$ cat config.mk
export PLATFORM = sky130hd
export DESIGN_NAME = font_rom_scheduler
export DESIGN_NICKNAME = d
export VERILOG_FILES = /design/src/rtl/font_rom_scheduler.sv
export SDC_FILE = /design/constraint.sdc
export NUM_CORES = 1
export LEC_CHECK = 0
export ABC_AREA = 0
export CAP_MARGIN = 20
export CORE_ASPECT_RATIO = 1.1
export CORE_MARGIN = 1.5
export CORE_UTILIZATION = 49
export CTS_BUF_LIST = sky130_fd_sc_hd__clkbuf_8
export DETAILED_ROUTE_END_ITERATION = 8
export PLACE_DENSITY_LB_ADDON = 0.1
export SYNTH_ARGS = -nofsm -noshare
export SYNTH_HDL_FRONTEND = slang
export SYNTH_SLANG_ARGS = --single-unit
$ cat constraint.sdc
create_clock -name clk -period 2.7 [get_ports clk]
set_input_delay 0.81 -clock clk [delete_from_list [all_inputs] [get_ports clk]]
set_output_delay 0.81 -clock clk [all_outputs]
set_load 0.05 [all_outputs]
$ cat src/rtl/font_rom_scheduler.sv
// font_rom_scheduler
//
// Shares one synchronous font ROM between the text display path and an
// auxiliary (debug/readback) requester. The display fetch for the next
// character cell is issued on the trigger edge with no arbitration delay. The
// fetched glyph row is double-buffered (next_word -> active_word), so the pixel
// path changes words exactly on the cell boundary. Auxiliary reads use the
// remaining ROM slots and complete through a req/ack handshake.
//
// Ports
//   clk, rst_n            clock; synchronous active-low reset
//   pixel_tick, pixel_x   pixel enable and current column (advances on tick edge)
//   video_on              visible-area flag for the current pixel
//   fetch_en              next cell is visible (lookahead)
//   disp_char, disp_row   glyph address of the next cell (lookahead)
//   aux_req, aux_addr     auxiliary read request/address (held until ack)
//   aux_ack, aux_data     one-cycle ack pulse; read result held until next ack
//   rom_addr, rom_data    ROM address (registered) and data (one clock later)
//   font_bit              current pixel bit towards the colour mux
module font_rom_scheduler #(
  parameter int CHAR_W = 7,
  parameter int ROW_W  = 4,
  parameter int DATA_W = 8
) (
  input  logic                    clk,
  input  logic                    rst_n,
  input  logic                    pixel_tick,
  input  logic [9:0]              pixel_x,
  input  logic                    video_on,
  input  logic                    fetch_en,
  input  logic [CHAR_W-1:0]       disp_char,
  input  logic [ROW_W-1:0]        disp_row,
  input  logic                    aux_req,
  input  logic [CHAR_W+ROW_W-1:0] aux_addr,
  output logic                    aux_ack,
  output logic [DATA_W-1:0]       aux_data,
  output logic [CHAR_W+ROW_W-1:0] rom_addr,
  input  logic [DATA_W-1:0]       rom_data,
  output logic                    font_bit
);

  typedef enum logic [1:0] {
    TAG_NONE = 2'd0,
    TAG_DISP = 2'd1,
    TAG_AUX  = 2'd2
  } tag_t;

  typedef enum logic [1:0] {
    A_IDLE = 2'd0,
    A_WAIT = 2'd1,
    A_ACK  = 2'd2
  } aux_state_t;

  tag_t              tag_p0;
  tag_t              tag_p1;
  aux_state_t        aux_state;
  logic [DATA_W-1:0] next_word;
  logic [DATA_W-1:0] active_word;

  logic cell_pos6;
  logic disp_trig;
  logic blank_trig;
  logic swap;
  logic aux_issue;

  // Only the position within the 8-pixel cell matters here.
  logic unused_px;
  assign unused_px = ^pixel_x[9:3];

  assign cell_pos6  = pixel_tick & (pixel_x[2:0] == 3'b110);
  assign disp_trig  = cell_pos6 & fetch_en;
  assign blank_trig = cell_pos6 & ~fetch_en;
  assign swap       = pixel_tick & (pixel_x[2:0] == 3'b111);

  // Display owns the slot on its trigger edge; a colliding aux read waits one cycle.
  assign aux_issue  = (aux_state == A_IDLE) & aux_req & ~disp_trig;

  always_ff @(posedge clk) begin
    if (!rst_n) begin
      rom_addr    <= '0;
      tag_p0      <= TAG_NONE;
      tag_p1      <= TAG_NONE;
      next_word   <= '0;
      active_word <= '0;
      aux_data    <= '0;
      aux_ack     <= 1'b0;
      aux_state   <= A_IDLE;
    end else begin
      // Stage p0: issue slot, ROM address and tag launched together
      if (disp_trig) begin
        rom_addr <= {disp_char, disp_row};
        tag_p0   <= TAG_DISP;
      end else if (aux_issue) begin
        rom_addr <= aux_addr;
        tag_p0   <= TAG_AUX;
      end else begin
        tag_p0   <= TAG_NONE;
      end

      // Stage p1: ROM is reading the address; tag follows it
      tag_p1 <= tag_p0;

      // Stage p2: ROM data valid, route it by tag
      if (tag_p1 == TAG_DISP) begin
        next_word <= rom_data;
      end else if (blank_trig) begin
        // No fetch for an invisible cell: stage a blank word for the swap.
        next_word <= '0;
      end

      if (tag_p1 == TAG_AUX) begin
        aux_data <= rom_data;
      end

      if (swap) begin
        active_word <= next_word;
      end

      aux_ack <= 1'b0;
      case (aux_state)
        A_IDLE: if (aux_issue) aux_state <= A_WAIT;
        A_WAIT: if (tag_p1 == TAG_AUX) begin
          aux_state <= A_ACK;
          aux_ack   <= 1'b1;
        end
        A_ACK:  aux_state <= A_IDLE;
        default: aux_state <= A_IDLE;
      endcase
    end
  end

  // ~x equals 7-x for a 3-bit index: MSB of the word is the leftmost pixel.
  assign font_bit = video_on & active_word[~pixel_x[2:0]];

endmodule

* Yosys cells after proc, flatten, opt, wreduce, memory -nomap -nowiden *
Index checks and enable logic that the tools add are counted.

operators by class
  mux-type cells = 12
  equality and inequality tests = 7
  reductions and logical operators = 6
  $lt $le $gt $ge = 1
  bitwise gates (word level) = 11

operator list
  cell                                                        number
  two-way mux 11 bit                                          2
  two-way mux 8 bit                                           2
  AND 1 bit                                                   7
  equality test 3 bit, second input constant                  2
  two-way mux 2 bit                                           3
  equality test 2 x 1 -> 1 bit, second input constant         2
  less-than comparator 3 x 4 -> 1 bit, second input constant  1
  != test 2 bit, second input constant                        2
  one-hot mux 2 bit (2 select lines)                          1
  AND reduction 2 bit                                         2
  nonzero test 2 bit                                          2
  binary-select mux 1 bit (select 3 bit)                      1
  two-way mux 1 bit                                           3
  inverter 1 bit                                              3
  inverter 3 bit                                              1
  equality test 2 bit, second input constant                  1
  logical NOT 2 bit                                           1
  OR reduction 2 bit                                          1

storage, ports and cells
  bits in registers = 42
  output and inout port bits = 21

* Longest topological paths before layout *
Gate-level depths: netlist of the first run.

  depth after elaboration = 7
  depth in mapped cells = 5
  gate-level depth less buffers = 3

* Worst setup path after synthesis of the first run *
Ideal clock, no wire load.

  path type = in2out
  start point = in pixel_x[2]
  end point = out font_bit
  slack = -0.622 ns
  path buffers = 1
  stages = 4
  arrival = 2.512 ns
  cells stage by stage = buf_4 > mux4_2 > nor2_1 > a311oi_1

between the ends
  longest elaborated chain between the ends = 4

ends and longest elaborated chain
  what                                     line  source
  start, declared                          28    input logic [9:0] pixel_x,
  inverter 3 bit                           133   assign font_bit = video_on & active_word[~pixel_x[2:0]];
  binary-select mux 1 bit (select 3 bit)   133
  two-way mux 1 bit (not written as such)  133
  AND 1 bit                                133
  end, declared                            39    output logic font_bit

No other way between the ends. The select of a mux whose other input is x is not followed.

* Final worst setup path of the first run *
  start point = in video_on
  end point = out font_bit

between the ends
  longest elaborated chain between the ends = 1

ends and longest elaborated chain
  what             line  source
  start, declared  29    input logic video_on,
  AND 1 bit        133

No other way between the ends.

==> results of run 1 <==
-- per-stage QoR --
step	worst slack [ps]	instance area (um^2)
after global placement	-377	2420
final	67.6	2520
after global routing	28.0	2520
after detailed placement	-389	2420
after CTS	3.46	2540
after floorplan	14.6	1780
-- synthesized netlist by cell type, drive strengths merged --
cell     n
a211oi   1
a21oi   24
a311oi  12
and2     2
and3     1
and4     1
buf     11
clkbuf   6
dfxtp   42
inv      2
mux2     1
mux2i    1
mux4     1
nand2   63
nand2b   3
nand4    1
nand4b   1
nor2     2
nor2b    3
nor3    11
nor3b    1
nor4b    2
o211ai   8
o21ai    2
or2      1
or3b     1
-- final cells by class --
| type | count | area [um^2] | area share [%] |
|---|---|---|---|
| multi-input combinational | 143 | 855 | 33.8 |
| sequential | 42 | 841 | 33.3 |
| timing repair buffer | 68 | 652 | 25.8 |
| clock buffer | 5 | 68.8 | 2.73 |
| tap | 48 | 60.1 | 2.38 |
| clock inverter | 3 | 41.3 | 1.64 |
| inverter | 2 | 7.51 | 0.297 |
-- cells by family after synthesis --
family | count (synthesis) | share of synthesized area, %
buffers and inverters | 19 | 5.18
flip-flops | 42 | 47.7
AND/OR/NAND/NOR | 93 | 24.2
AO/OA/AOI/OAI | 47 | 20.4
multiplexers | 3 | 2.49
-- timing repair --
item	4_1_cts	5_1_grt
pin swaps	1	2
setup endpoints to repair	1	1
buffers inserted	0	0
gates resized for setup	8	2
-- sequential cells by signal (all words and copies together), names as in the netlist --
signal       count
active_word      8
tag_p1           2
aux_state        2
aux_ack          1
tag_p0           2
rom_addr        11
aux_data         8
next_word        8
-- worst reg2reg max path, delay by kind of cell, from the launching register on --
kind,cells,cell delay [ps]
simple gates,2,760
flops,1,360
compound gates,1,90
-- routing by layer --
metal  share of wire [%]  up-vias  track usage [%]
met5                   0        -                0
met4                 1.4        0             8.33
met3                 6.2        5             8.41
met2                  50       44             38.2
met1                  42      756             23.7
li1                    -      823                -
-- worst max path at each step --
stage,start,slack (ps),depth (start not counted),endpoint
floorplan,pixel_x[2],10,4,font_bit
global placement,pixel_x[2],-380,5,font_bit
detailed placement,pixel_x[2],-390,5,font_bit
CTS,pixel_x[2],3,5,font_bit
global route,video_on,30,4,font_bit
finish,video_on,70,4,font_bit
-- cell usage in the layout, fill, tap and decap left out, types with 2 or more instances in the layout --
cell / count
nand2b_1: 3
o211ai_1: 8
nor4b_1: 2
nand2_1: 63
and2_1: 2
nor2b_1: 3
a311oi_1: 2
a311oi_2: 9
a21oi_1: 24
nor3_1: 11
dfxtp_1: 42
dlygate4sd2_1: 2
inv_1: 3
clkdlybuf4s50_1: 55
clkbuf_8: 5
buf_4: 9
-- power by group through the flow --
stage / sequential, mW / clock [mW] / combinational (mW)
after floorplan: 0.718 / 0 / 0.0754
after global placement: 0.664 / 0 / 0.238
after detailed placement: 0.664 / 0 / 0.240
after CTS: 0.650 / 0.496 / 0.241
after global routing: 0.652 / 0.527 / 0.253
final: 0.650 / 0.484 / 0.238
==> results.cfg, run 1 <==
[outcome]
status = finished, final reports clean

[detailed_routing]
ant_nets = 0
drc = 0
vias = 1628
via_per_inst = 5.23
drt_first_pass_iters = 4
drtIter0Drc = 72
routedWlPerCell_um = 12.7
detail_route.wirelength_mm = 3.96

[grt]
grt_overflow = 0
grt_pass1_vias = 1560
grt_usage_pct = 22.0
grt_max_degree = 21
antenna_found_initial = 0
grt_pass1_wl_mm = 6.47

[power_and_ir_drop]
pwr-share-seq_pct = 47.4
clockPowerShare_pct = 35.3
p_comb_share_pct = 17.3
switching_power_mw = 0.352
intPower_mw = 1.02
p_leak_nw = 0.868
switching_share_pct = 25.7
p_total_mw = 1.37
power_density_nw_per_um2 = 543
vdd_drop_max_v = 0.000314

[synthesis]
synth_area_um2 = 1760
synth_top_cell_by_area = dfxtp_1
netlist.area_leader.share_pct = 47.7
synth_fp_nets = 250
ys_seq_elements = 42
syn-instance-count = 204
synth_area_leaders = dfxtp_1, nand2_1, a311oi_2
avgSynthCellArea_um2 = 8.64
synth.distinct_cells = 30
synth-seq-area-share_pct = 47.7
ys.warnings.count = 0

[clocking]
clk_transition_reported_paths_ps = 70
cts_tree = done
htree_levels = 2
cts_num_sinks = 42
postCtsHoldBufs = 0
insertion_delay_ps = 300
ctsRootBufferMaster = clkbuf_8
cts.path.max_buffers = 2
cts_made_buffers = 5

[min_path]
hold_path_end = tag_p1[0]$_SDFF_PN0_
hold_start = tag_p0[0]$_SDFF_PN0_
whs_path_depth = 1
hp-class = reg -> reg

[worst_setup_path]
crit_family = buffers and inverters
cp-start-kind = input port
worst_r2r_endpoint = rom_addr[10]$_SDFFE_PN0P_
r2r-start = aux_state[0]$_SDFFE_PN0P_
crit_type = in -> out
path_cells = clkdlybuf4s50_1 -> o21ai_1 -> a311oi_4 -> buf_6
critical_path_required_ps = 1890
reg2reg_slack_ps = 1360
cp.arrival_ps = 1820
r2r_cells = 3
cp-end-kind = output port
cp_max_fo = 1
critical_path.max_stage_delay_ps = 450
crit_buf_inv = 2
crit_slowest_cell = clkdlybuf4s50_1

[floorplanning]
die_h_um = 65.9
die_area_um2 = 3960
row_count = 22
core_um2 = 3390
start_util_pct = 52.0
io_pins = 67
die_x_um = 60.2

[timing]
worst_pin_slew_ps = 514
setup_viol = 0
rsz0062_at_grt = false
slew_headroom_pct = 65.6
tns_ps = 0
fin_crit_ps = 2630
whs_ps = 436
fmax_mhz = 380
finalCritPeriodShare_pct = 97.5
report.final.slew_viol_count = 0
fin_skew_ps = 3.95
finalHoldViolCount = 0

[run]
drv_cap = 0

[final_layout]
area_growth_pct = 43.3
fillCellCount = 277
antenna_cells = 0
stdcell_count = 311
final_net_count = 308
fin_util_pct = 74.6
layout-drive-gt1-share_pct = 12.9

[placed_design]
io_buffers = 59
placed_cells = 304
gp_congestion = 0.728
dp_hpwl_mm = 2.79
Power figures use the tool's default switching activity.
==> run 2: changes to the inputs <==
==> constraint.sdc (replaced) <==
create_clock -name clk -period 2.7 [get_ports clk]
set_input_delay 0.27 -clock clk [delete_from_list [all_inputs] [get_ports clk]]
set_output_delay 0.27 -clock clk [all_outputs]
set_load 0.05 [all_outputs]
==> run 2 against run 1 <==
Total power is 0.83% lower. Routed wire length decreased by 2.9%. Largest cell class is now registers. Critical path type unchanged. Clock skew down 1.7 ps. Clock-buffer cell count stayed put. Combinational power decreased by 3%. Hold slack gained 2.9 ps. Non-clock buffer count decreased by 6.
==> results.cfg, run 2 (synthesis gave the netlist of run 1 again) <==
[placed_design]
io_buffers = 59
placed_area_um2 = 2360
dp_hpwl_mm = 2.72
pre_cts_slack_ps = 644
gp_congestion = 0.695

[worst_setup_path]
crit_slowest_cell = clkdlybuf4s50_1
cp-end-kind = output port
critical_path.max_stage_delay_ps = 530
cp-start-kind = input port
r2r_cells = 3
crit_family = buffers and inverters
critical_path_required_ps = 2430
cp.arrival_ps = 1770
crit_type = in -> out
crit_cells = 5
cp_max_fo = 6
path_cells = clkdlybuf4s50_1 -> mux4_2 -> nor2_1 -> a311oi_1 -> buf_12
crit_buf_inv = 2

[timing]
tns_ps = 0
fin_skew_ps = 2.29
worst_pin_slew_ps = 716
finalCritPeriodShare_pct = 75.6
fmax_mhz = 490
report.final.slew_viol_count = 0
fin_ws_ps = 659
setup_viol = 0
slew_headroom_pct = 52.2
fin_crit_ps = 2040
finalHoldViolCount = 0
rsz0062_at_grt = false

[final_layout]
regArea_um2 = 841
fin_util_pct = 72.9
fin_area_um2 = 2470
largest_reg_flops = 11
regMostFlops = rom_addr
fillCellCount = 290
area_growth_pct = 40.2
final_common_cell = nand2_1
final_cell_mix = nand2_1, clkdlybuf4s50_1, dfxtp_1
final_net_count = 302
layout-drive-gt1-share_pct = 10.1
antenna_cells = 0
multi_input_area_um2 = 830

[grt]
grt_max_degree = 23
grt_overflow = 0
antenna_found_initial = 0
grt_usage_pct = 21.5
grt_util_met3_pct = 7.83
grt_pass1_vias = 1520
busiest_layer = met2
grt_pass1_wl_mm = 6.49
use_met1_pct = 24.2
use_met2_pct = 37.2

[detailed_routing]
drtIter0Drc = 74
routedWlPerCell_um = 12.6
drt_first_pass_iters = 4
detail_route.wirelength_mm = 3.85
via_per_inst = 5.20
drc = 0
ant_nets = 0
vias = 1585

[clocking]
cts_num_sinks = 42
postCtsHoldBufs = 0
cts_setup_buffers = 0
htree_levels = 2
cts.path.max_buffers = 2
insertion_delay_ps = 290
cts_made_buffers = 5
post_cts_resized = 0
ctsRootBufferMaster = clkbuf_8
cts_tree = done
clk_transition_reported_paths_ps = 80

[power_and_ir_drop]
vdd_drop_max_v = 0.000327
switching_share_pct = 25.3
intPower_mw = 1.02
switching_power_mw = 0.344
pwr-share-seq_pct = 47.8
p_leak_nw = 0.835
clockPowerShare_pct = 35.2
power_density_nw_per_um2 = 551
p_comb_share_pct = 17.0

[outcome]
status = finished, final reports clean

[run]
drv_cap = 0

[floorplanning]
die_h_um = 65.9
row_count = 22
io_pins = 67
core_um2 = 3390
start_util_pct = 52.0
die_x_um = 60.2
die_area_um2 = 3960

[min_path]
hp-class = reg -> reg
whs_path_depth = 1
## run 2: cell count changes in the layout (fill, tap and decap cells not counted), sizes merged
cell / change
buf: -7
clkdlybuf4s50: +3
inv: -1
dlygate4sd2: -2
clkinv: +2
clkinvlp: -1
## run 2: final timing paths
kind                        startpoint  slack, ps                  endpoint
max reg2reg  aux_state[0]$_SDFFE_PN0P_       1360  rom_addr[3]$_SDFFE_PN0P_
min               tag_p0[0]$_SDFF_PN0_        440      tag_p1[0]$_SDFF_PN0_
min reg2reg       tag_p0[0]$_SDFF_PN0_        440      tag_p1[0]$_SDFF_PN0_
max                         pixel_x[2]        660                  font_bit
## run 2: layout make-up
cell class | count | share of cell area, %
Inverter | 2 | 0.304
Clock inverter | 3 | 1.62
Timing Repair Buffer | 62 | 25.2
Clock buffer | 5 | 2.79
Sequential cell | 42 | 34.0
Tap cell | 48 | 2.43
Multi-Input combinational cell | 143 | 33.6
## run 2: per-layer routing
metal	part of all wire, %	up-vias	wire (um)
met2	51	41	1950
met4	1.0	0	40
met5	0	-	0
met1	43	728	1660
met3	5.1	4	198
li1	-	812	-
## run 2: power by group through the flow
stage               clock network, mW  registers (mW)  logic, mW
floorplan                           0           0.718     0.0734
global placement                    0           0.664      0.230
detailed placement                  0           0.664      0.232
CTS                             0.490           0.650      0.233
global route                    0.523           0.653      0.247
finish                          0.479           0.650      0.231
## run 2: stage by stage
step           hold WS (ps)  std cells  power [mW]
3_5_place_dp            421        297       0.896
4_1_cts                 443        305        1.37
6_report                439        305        1.36
3_3_place_gp            417        297       0.894
5_1_grt                 453        305        1.42
2_1_floorplan           392        204       0.791
==> run 3: changes to the inputs <==
- CORE_UTILIZATION: 49 -> 41
- clock period: 2.7 -> 1.8 ns (I/O delays scaled with it)
==> run 3 against run 2 <==
Critical path depth did not move. Routed wire length increased by 5.0%. Die area grew 19%. Clock-buffer cell count is 1 higher. Final area is 1.6% higher. Register-to-register slack worse by 890 ps. Sequential power grew 50%. Worst setup slack got worse by 510 ps. Hold slack worse by 4.3 ps. Highest routed layer unchanged.
==> results.cfg, run 3 (synthesis gave the netlist of run 1 again) <==
[floorplanning]
die_x_um = 65.5
die_area_um2 = 4700
row_count = 24
die_h_um = 71.8
core_um2 = 4050
start_util_pct = 43.5
io_pins = 67

[timing]
fmax_mhz = 605
worst_pin_slew_ps = 519
finalCritPeriodShare_pct = 91.8
report.final.slew_viol_count = 0
finalHoldViolCount = 0
fin_ws_ps = 147
slew_headroom_pct = 65.3
fin_skew_ps = 4.98
fin_crit_ps = 1650
rsz0062_at_grt = false
setup_viol = 0
whs_ps = 435

[detailed_routing]
drc = 0
vias = 1630
routedWlPerCell_um = 12.9
drt_first_pass_iters = 4
ant_nets = 0
detail_route.wirelength_mm = 4.04
via_per_inst = 5.21
drtIter0Drc = 78

[worst_setup_path]
crit_type = in -> out
critPathLaunch = pixel_x[1]
cp.arrival_ps = 1470
r2r-start = aux_state[0]$_SDFFE_PN0P_
cp-start-kind = input port
cp-end-kind = output port
cp_max_fo = 6
critical_path_required_ps = 1620

[grt]
grt_overflow = 0
grt_max_degree = 25
antenna_found_initial = 0
grt_pass1_vias = 1511
grt_pass1_wl_mm = 6.58
grt_usage_pct = 18.0

[clocking]
cts_num_sinks = 42
cts_setup_buffers = 0
cts_made_buffers = 5
ctsRootBufferMaster = clkbuf_8
insertion_delay_ps = 290
cts_tree = done
htree_levels = 2
clk_transition_reported_paths_ps = 70
cts.path.max_buffers = 2
postCtsHoldBufs = 0

[final_layout]
final_common_cell = nand2_1
final_net_count = 307
largest_reg_flops = 11
fin_area_um2 = 2510
layout-drive-gt1-share_pct = 11.9
stdcell_count = 313
final_cell_mix = nand2_1, clkdlybuf4s50_1, dfxtp_1
area_growth_pct = 42.4
regMostFlops = rom_addr
antenna_cells = 0

[placed_design]
placed_cells = 306
placed_area_um2 = 2400
gp_congestion = 0.713
dp_hpwl_mm = 2.84
pre_cts_slack_ps = -62.8
io_buffers = 59

[power_and_ir_drop]
vdd_drop_max_v = 0.000397
p_leak_nw = 0.857
p_total_mw = 2.08
power_density_nw_per_um2 = 829

[outcome]
status = finished, final reports clean

[min_path]
hp-class = reg -> reg
hold_start = tag_p0[0]$_SDFF_PN0_

[run]
drv_cap = 0
run 3: what timing repair did:
item | 4_1_cts | 5_1_grt
setup endpoints to repair | 1 | 0
hold endpoints to repair | 0 | 0
resized for setup | 1 | 0
run 3: critical path, cell delays in order:
cell and delay [ps]:
clkdlybuf4s50_1 580, nand2b_1 130, o21ai_0 110, a311oi_2 240, buf_4 230
run 3: path summary, 6_finish.rpt:
path	endpoint	slack (ps)	cells past startpoint
worst max register to register	rom_addr[4]$_SDFFE_PN0P_	470	3
worst min register to register	tag_p1[0]$_SDFF_PN0_	430	1
worst min-delay path	tag_p1[0]$_SDFF_PN0_	430	1
worst max-delay path	font_bit	150	5
run 3: where the power goes:
group	leakage (nW)	internal, mW	switching (mW)	total, mW
logic	0.459	0.162	0.190	0.352
registers	0.341	0.958	0.0168	0.975
clock network	0.0573	0.444	0.308	0.752
total	0.857	1.56	0.515	2.08
run 3: layer usage:
metal | GRT usage, % | part of all wire (%) | up-vias
met1 | 20.3 | 42 | 761
met5 | 0 | 0 | -
met2 | 31.6 | 51 | 40
li1 | - | - | 822
met3 | 5.02 | 5.6 | 7
met4 | 7.64 | 1.7 | 0
run 3: area by class of cell:
cell class | instances | area, um^2
clock buffer | 6 | 82.6
inverter | 2 | 7.51
timing repair buffer | 67 | 647
sequential | 42 | 841
tap | 52 | 65.1
clock inverter | 1 | 30.0
multi-input combinational | 143 | 836
fill | 385 | 1550
run 3: stage by stage:
stage	TNS, ps	util, %
final	0	61.9
after global placement	-60.3	59.1
after floorplan	0	-
after global routing	0	61.9
after detailed placement	-62.8	59.1
after CTS	0	61.9
